### src/rtl/multicycle_control.sv
// Multi-cycle RV32I control FSM: IDLE/FETCH/DECODE/EXEC/MEM/WB/TRAP driving datapath strobes.
// Define MCTRL_MULDIV_EN to accept M-extension ops on OP and hold EXEC until alu_done.
module multicycle_control #(
    parameter int MEM_TIMEOUT = 16,
    parameter int ALU_OP_W    = 4
) (
    input  logic                clk,
    input  logic                rstn,
    input  logic [31:0]         instr,
    input  logic                mem_ready,
    input  logic                zero,
    input  logic                alu_done,
    output logic                mem_req,
    output logic                mem_we,
    output logic                iord,
    output logic                ir_write,
    output logic                pc_write,
    output logic [1:0]          pc_src,
    output logic                reg_write,
    output logic                alu_src_b,
    output logic [ALU_OP_W-1:0] alu_op,
    output logic [1:0]          mem_to_reg,
    output logic                auipc,
    output logic                halted,
    output logic                retire,
    output logic [2:0]          state_dbg
);

    typedef enum logic [2:0] {
        S_IDLE   = 3'd0,
        S_FETCH  = 3'd1,
        S_DECODE = 3'd2,
        S_EXEC   = 3'd3,
        S_MEM    = 3'd4,
        S_WB     = 3'd5,
        S_TRAP   = 3'd6
    } state_t;

    localparam int CNT_W = (MEM_TIMEOUT > 1) ? $clog2(MEM_TIMEOUT + 1) : 1;
    localparam logic [CNT_W-1:0] CNT_LAST = CNT_W'(MEM_TIMEOUT - 1);

    state_t           state_q, state_d;
    logic [CNT_W-1:0] cnt_q, cnt_d;
    logic [6:0]       op_q, op_d;
    logic [2:0]       f3_q, f3_d;
    logic             f75_q, f75_d;
    logic             f725_q, f725_d;

    logic is_load, is_store, is_opimm, is_op, is_branch, is_jal, is_jalr, is_lui, is_auipc;
    logic op_ok, legal, taken, timeout_hit;
    logic [3:0] aop4;

    assign is_load   = (op_q == 7'b0000011);
    assign is_store  = (op_q == 7'b0100011);
    assign is_opimm  = (op_q == 7'b0010011);
    assign is_op     = (op_q == 7'b0110011);
    assign is_branch = (op_q == 7'b1100011);
    assign is_jal    = (op_q == 7'b1101111);
    assign is_jalr   = (op_q == 7'b1100111);
    assign is_lui    = (op_q == 7'b0110111);
    assign is_auipc  = (op_q == 7'b0010111);

`ifdef MCTRL_MULDIV_EN
    logic is_muldiv;
    assign is_muldiv = is_op & f725_q;
    // funct7 with both bit 30 and bit 25 set is neither a base nor an M op.
    assign op_ok     = ~(f725_q & f75_q);
`else
    logic unused_alu_done;
    assign unused_alu_done = alu_done;
    assign op_ok           = ~f725_q;
`endif

    logic unused_instr_bits;
    assign unused_instr_bits = ^{instr[31], instr[29:26], instr[24:15], instr[11:7]};

    assign legal = is_load | is_store | is_opimm | (is_op & op_ok) | is_branch
                 | is_jal | is_jalr | is_lui | is_auipc;
    assign taken       = f3_q[0] ? ~zero : zero;
    assign timeout_hit = (MEM_TIMEOUT != 0) && (cnt_q == CNT_LAST);
    assign alu_op      = ALU_OP_W'(aop4);
    assign state_dbg   = state_q;

    always_ff @(posedge clk or negedge rstn) begin
        if (!rstn) begin
            state_q <= S_IDLE;
            cnt_q   <= '0;
            op_q    <= '0;
            f3_q    <= '0;
            f75_q   <= 1'b0;
            f725_q  <= 1'b0;
        end else begin
            state_q <= state_d;
            cnt_q   <= cnt_d;
            op_q    <= op_d;
            f3_q    <= f3_d;
            f75_q   <= f75_d;
            f725_q  <= f725_d;
        end
    end

    // Memory handshake: mem_req is raised in FETCH/MEM and held until the cycle mem_ready=1,
    // which completes the access; it only drops early on timeout (TRAP) or reset.
    always_comb begin
        state_d    = state_q;
        cnt_d      = '0;
        op_d       = op_q;
        f3_d       = f3_q;
        f75_d      = f75_q;
        f725_d     = f725_q;
        mem_req    = 1'b0;
        mem_we     = 1'b0;
        iord       = 1'b0;
        ir_write   = 1'b0;
        pc_write   = 1'b0;
        pc_src     = 2'b00;
        reg_write  = 1'b0;
        alu_src_b  = 1'b0;
        aop4       = 4'b0000;
        mem_to_reg = 2'b00;
        auipc      = 1'b0;
        halted     = 1'b0;
        retire     = 1'b0;
        unique case (state_q)
            S_IDLE: state_d = S_FETCH;
            S_FETCH: begin
                mem_req = 1'b1;
                if (mem_ready) begin
                    ir_write = 1'b1;
                    op_d     = instr[6:0];
                    f3_d     = instr[14:12];
                    f75_d    = instr[30];
                    f725_d   = instr[25];
                    state_d  = S_DECODE;
                end else if (timeout_hit) begin
                    state_d = S_TRAP;
                end else begin
                    cnt_d = cnt_q + CNT_W'(1);
                end
            end
            S_DECODE: state_d = legal ? S_EXEC : S_TRAP;
            S_EXEC: begin
                alu_src_b = ~(is_op | is_branch);
                auipc     = is_auipc;
                if (is_op)
                    aop4 = {f75_q, f3_q};
                else if (is_opimm)
                    aop4 = {f75_q & (f3_q == 3'b101), f3_q};
                else if (is_branch)
                    aop4 = 4'b0100;
                if (is_branch) begin
                    pc_write = 1'b1;
                    pc_src   = taken ? 2'b10 : 2'b00;
                    retire   = 1'b1;
                    state_d  = S_FETCH;
                end else if (is_load | is_store) begin
                    state_d = S_MEM;
`ifdef MCTRL_MULDIV_EN
                end else if (is_muldiv) begin
                    aop4 = {1'b1, f3_q};
                    if (alu_done)
                        state_d = S_WB;
`endif
                end else begin
                    state_d = S_WB;
                end
            end
            S_MEM: begin
                mem_req = 1'b1;
                iord    = 1'b1;
                mem_we  = is_store;
                if (mem_ready) begin
                    if (is_store) begin
                        pc_write = 1'b1;
                        retire   = 1'b1;
                        state_d  = S_FETCH;
                    end else begin
                        state_d = S_WB;
                    end
                end else if (timeout_hit) begin
                    state_d = S_TRAP;
                end else begin
                    cnt_d = cnt_q + CNT_W'(1);
                end
            end
            S_WB: begin
                reg_write  = 1'b1;
                pc_write   = 1'b1;
                retire     = 1'b1;
                mem_to_reg = is_load ? 2'b11 : (is_jal | is_jalr) ? 2'b10 : is_lui ? 2'b01 : 2'b00;
                pc_src     = is_jal ? 2'b10 : is_jalr ? 2'b01 : 2'b00;
                state_d    = S_FETCH;
            end
            S_TRAP: halted = 1'b1;
            default: state_d = S_IDLE;
        endcase
    end

endmodule

### config.mk
export PLATFORM = sky130hd
export DESIGN_NAME = multicycle_control
export DESIGN_NICKNAME = d
export VERILOG_FILES = /design/src/rtl/multicycle_control.sv
export SDC_FILE = /design/constraint.sdc
export NUM_CORES = 1
export LEC_CHECK = 0
export CAP_MARGIN = 20
export CORE_ASPECT_RATIO = 1.1
export CORE_MARGIN = 5
export CORE_UTILIZATION = 40
export DETAILED_ROUTE_END_ITERATION = 7
export GPL_TIMING_DRIVEN = 0
export PLACE_DENSITY = 0.79
export SLEW_MARGIN = 25
export SYNTH_ARGS = -nofsm -noshare
export SYNTH_HDL_FRONTEND = slang
export SYNTH_SLANG_ARGS = --single-unit
export TNS_END_PERCENT = 5
### constraint.sdc
create_clock -name clk -period 2.3 [get_ports clk]
set_clock_uncertainty 0.05 [all_clocks]
set_input_delay 0.46 -clock clk [delete_from_list [all_inputs] [get_ports clk]]
set_output_delay 0.46 -clock clk [all_outputs]
set_load 0.01 [all_outputs]
==> implementation parameters <==
Parameter                              Value

GRT
  Global-route congestion overflow total ... 0
  Antenna violations before repair ... 0
  Global-route wire length before repair ... 5510 um
  Via count of the first global-routing pass ... 1168
  Global router's overall resource usage ... 16.0%
  Pin count of the biggest net entering global routing ... 21

Finish
  Antenna Diode Count ... 0
  Most common cell after layout, fill and taps aside ... sky130_fd_sc_hd__clkdlybuf4s50_1
  Combined flip-flop and latch cell area ... 504 um^2
  Synthesis-to-finish area growth ... 42.2%
  Most frequent cells in the layout ... sky130_fd_sc_hd__clkdlybuf4s50_1, sky130_fd_sc_hd__dfrtp_1, sky130_fd_sc_hd__mux2_2
  Combined area of the multi-input logic cells ... 738 um^2
  Layout Nets ... 209
  Fin cells ... 203
  Layout cell share with drive strength beyond 1 ... 33.1%
  Layout filler cell count ... 280

Yosys
  Sequential cell area fraction in the yosys report ... 41.0%
  Number of instances in the synthesized netlist ... 124
  Synthesis warning total ... 0
  Synthesized area divided by synthesized cell count ... 9.84 um^2
  Count of distinct cell types in the synthesized netlist ... 44
  Synthesized cell area ... 0.00122 mm^2
  Post-synthesis sequential element count ... 20
  Syn nets ... 162

Status
  Violated checks ... negative setup slack
  Outcome ... finished, violations left

Clock tree
  H-tree Lvls ... 1
  Clock tree from TritonCTS ... built
  Number of buffers between clock root and the deepest sink ... 2
  Root buffer cell ... sky130_fd_sc_hd__clkbuf_4
  Clock Pin Slew Worst Setup and Hold Paths ... 0.11 ns
  Clock tree sinks ... 20
  Clk_lat worst skew ... 0.31 ns
  Clock buffers created by TritonCTS ... 3
  Count of hold buffers inserted by post-cts repair ... 0

Place
  Global placer's final weighted congestion ... 0.880
  Worst setup timing slack at the placement stage ... -0.579 ns
  Post-placement cell count ... 194
  Port bufs ... 36
  Final HPWL DP ... 2450 um

Critical path
  Kind of end point of the critical path ... output port
  Type of the setup path with the least slack ... flop to output port
  Data arrival time at the worst-slack endpoint ... 1.86 ns
  Max Fanout on Critical Path ... 4
  Slack of the worst reg-to-reg path ... 0.63 ns
  Critical Path Start Type ... flop
  Endpoint required time on the critical path ... 1.79 ns

Detailed routing
  DR iter-0 viols ... 56
  Total number of vias ... 1159
  First-pass iteration count of the detailed router ... 4
  Routed wire length ... 3240 um
  DR vias/cell ... 5.71
  Average wire per cell in the routed design ... 16.0 um
  Post-DRT Antenna Nets ... 0
  # DRC ... 0

STA
  Final setup violation count ... 3
  Min Tclk post-route ... 2.37 ns
  Final number of hold-violating endpoints ... 0
  Worst Hold Slack ... 0.0260 ns
  RSZ-0062 raised after global routing ... yes
  Upper clock frequency limit ... 422 MHz
  Final setup slack of the worst path ... -0.0686 ns
  Final cycle utilization of the critical path ... 103%
  Relative max-transition margin ... 70.6%
  Fin. max-slew vios ... 0
  Final-layout setup total negative slack ... -0.120 ns
  Slew @ Worst Pin ... 0.441 ns

Floorplan
  Effective utilization at floorplan ... 40.7%
  Num ports ... 58
  Die Width ... 62.7 um
  Core area ... 0.00300 mm^2
  Number of rows created at floorplan ... 21
  Area enclosed by the die boundary ... 0.00426 mm^2
  Vertical extent of the die ... 67.9 um

Flow run
  Reported max-cap violation count ... 0

Power and ir drop
  Leakage power ... 0.816 nW
  Pwr/cell area ... 358 mW/mm^2
  VDD IR-drop max ... 0.388 mV

Min path
  Kind of path behind the tightest hold check ... primary input to asynchronous set/reset pin
## layer usage
metal	share of wire (%)	GRT usage [%]	vias up
met5	0	0	-
met4	2.0	6.37	0
met3	6.6	2.96	6
met2	50	27.8	48
met1	41	19.9	560
li1	-	-	545
## final timing paths
check,start,end,cells past startpoint
max,op_q[3],retire,6
max in group asynchronous,rstn,state_dbg[2],1
min reg2reg,cnt_q[0],cnt_q[0],1
max reg2reg,op_q[3],state_dbg[0],5
min,rstn,op_q[2],1
min in group clk,cnt_q[0],cnt_q[0],1
## synthesized netlist by cell type (all sizes together)
| cell type | number | share of area (%) |
|---|---|---|
| a211oi | 1 | 0.62 |
| o221ai | 1 | 0.72 |
| and4b | 1 | 0.82 |
| nor2b | 2 | 1.0 |
| nand3b | 3 | 1.8 |
| a22oi | 1 | 0.62 |
| and4bb | 1 | 1.0 |
| a2111oi | 1 | 0.72 |
| nand4b | 1 | 0.72 |
| and2 | 4 | 2.1 |
| and3b | 1 | 0.82 |
| a2bb2o | 1 | 0.82 |
| o21bai | 1 | 0.62 |
| nand3 | 5 | 2.1 |
| o21ai | 5 | 2.4 |
| clkbuf | 2 | 0.62 |
| a2111o | 1 | 0.92 |
| or3b | 1 | 0.72 |
| or2 | 1 | 0.51 |
| dfrtp | 20 | 41 |
| and4 | 2 | 1.4 |
| a21oi | 5 | 2.1 |
| o32ai | 2 | 1.4 |
| buf | 4 | 3.1 |
| ha | 1 | 1.0 |
| mux2 | 11 | 10 |
| a31oi | 2 | 1.0 |
| or3 | 3 | 1.5 |
| nor4 | 1 | 0.51 |
| xnor2 | 1 | 0.72 |
| nand2b | 4 | 2.1 |
| nor3 | 3 | 1.6 |
| xor2 | 3 | 2.2 |
| inv | 4 | 1.2 |
| or2b | 1 | 0.62 |
| o211ai | 1 | 0.62 |
| and3 | 3 | 1.5 |
| nor2 | 10 | 3.1 |
| nor4b | 1 | 0.72 |
| o21a | 1 | 0.62 |
| nand2 | 7 | 2.2 |
## worst max-delay path: stages (launching register included)
cell and delay (ns):
sky130_fd_sc_hd__dfrtp_1 0.41, sky130_fd_sc_hd__and4bb_4 0.38, sky130_fd_sc_hd__and2_4 0.17, sky130_fd_sc_hd__a31oi_1 0.09, sky130_fd_sc_hd__o32ai_2 0.25, sky130_fd_sc_hd__buf_4 0.15
sky130_fd_sc_hd__buf_4 0.10
## final cells by class
class | count | area share, %
multi-input combinational | 94 | 42.6
sequential | 20 | 29.1
timing repair buffer | 42 | 20.6
buffer | 6 | 3.10
tap | 34 | 2.45
clock buffer | 3 | 1.30
inverter | 4 | 0.866
## per-stage QoR
| stage | area [um^2] | total power [mW] | util, % |
|---|---|---|---|
| after global placement | 1620 | 0.452 | 54.2 |
| after CTS | 1750 | 0.621 | 58.3 |
| final | 1730 | 0.622 | 57.9 |
| after floorplan | 1220 | 0.411 | - |
| after global routing | 1730 | 0.646 | 57.9 |
| after detailed placement | 1620 | 0.455 | 54.2 |
## flip-flops by register name (all words and copies together), names as in the netlist
signal / count
f75_q: 1
f3_q: 3
cnt_q: 5
op_q: 7
f725_q: 1
state_dbg: 3
## cell families after synthesis
family                     share of synthesized area [%]
and+or+nand+nor                                     26.9
AOI/OAI and AO/OA                                   13.1
DFF                                                 41.0
muxes                                               10.2
buffers and inverters                               4.92
xor gates and xnor gates                            2.87
adders and majority gates                           1.03
## what timing repair did
action | in CTS | in global routing
gates cloned | 0 | 0
pin swaps | 3 | 2
setup endpoints to repair | 15 | 13
resized for setup | 52 | 16
buffers inserted | 6 | 0
## power by group
part	internal (mW)	switching (mW)	leakage, nW
registers	0.362	0.00789	0.252
clock network	0.0612	0.105	0.0138
logic	0.0458	0.0389	0.550
total	0.469	0.152	0.816
Power figures use the tool's default switching activity.
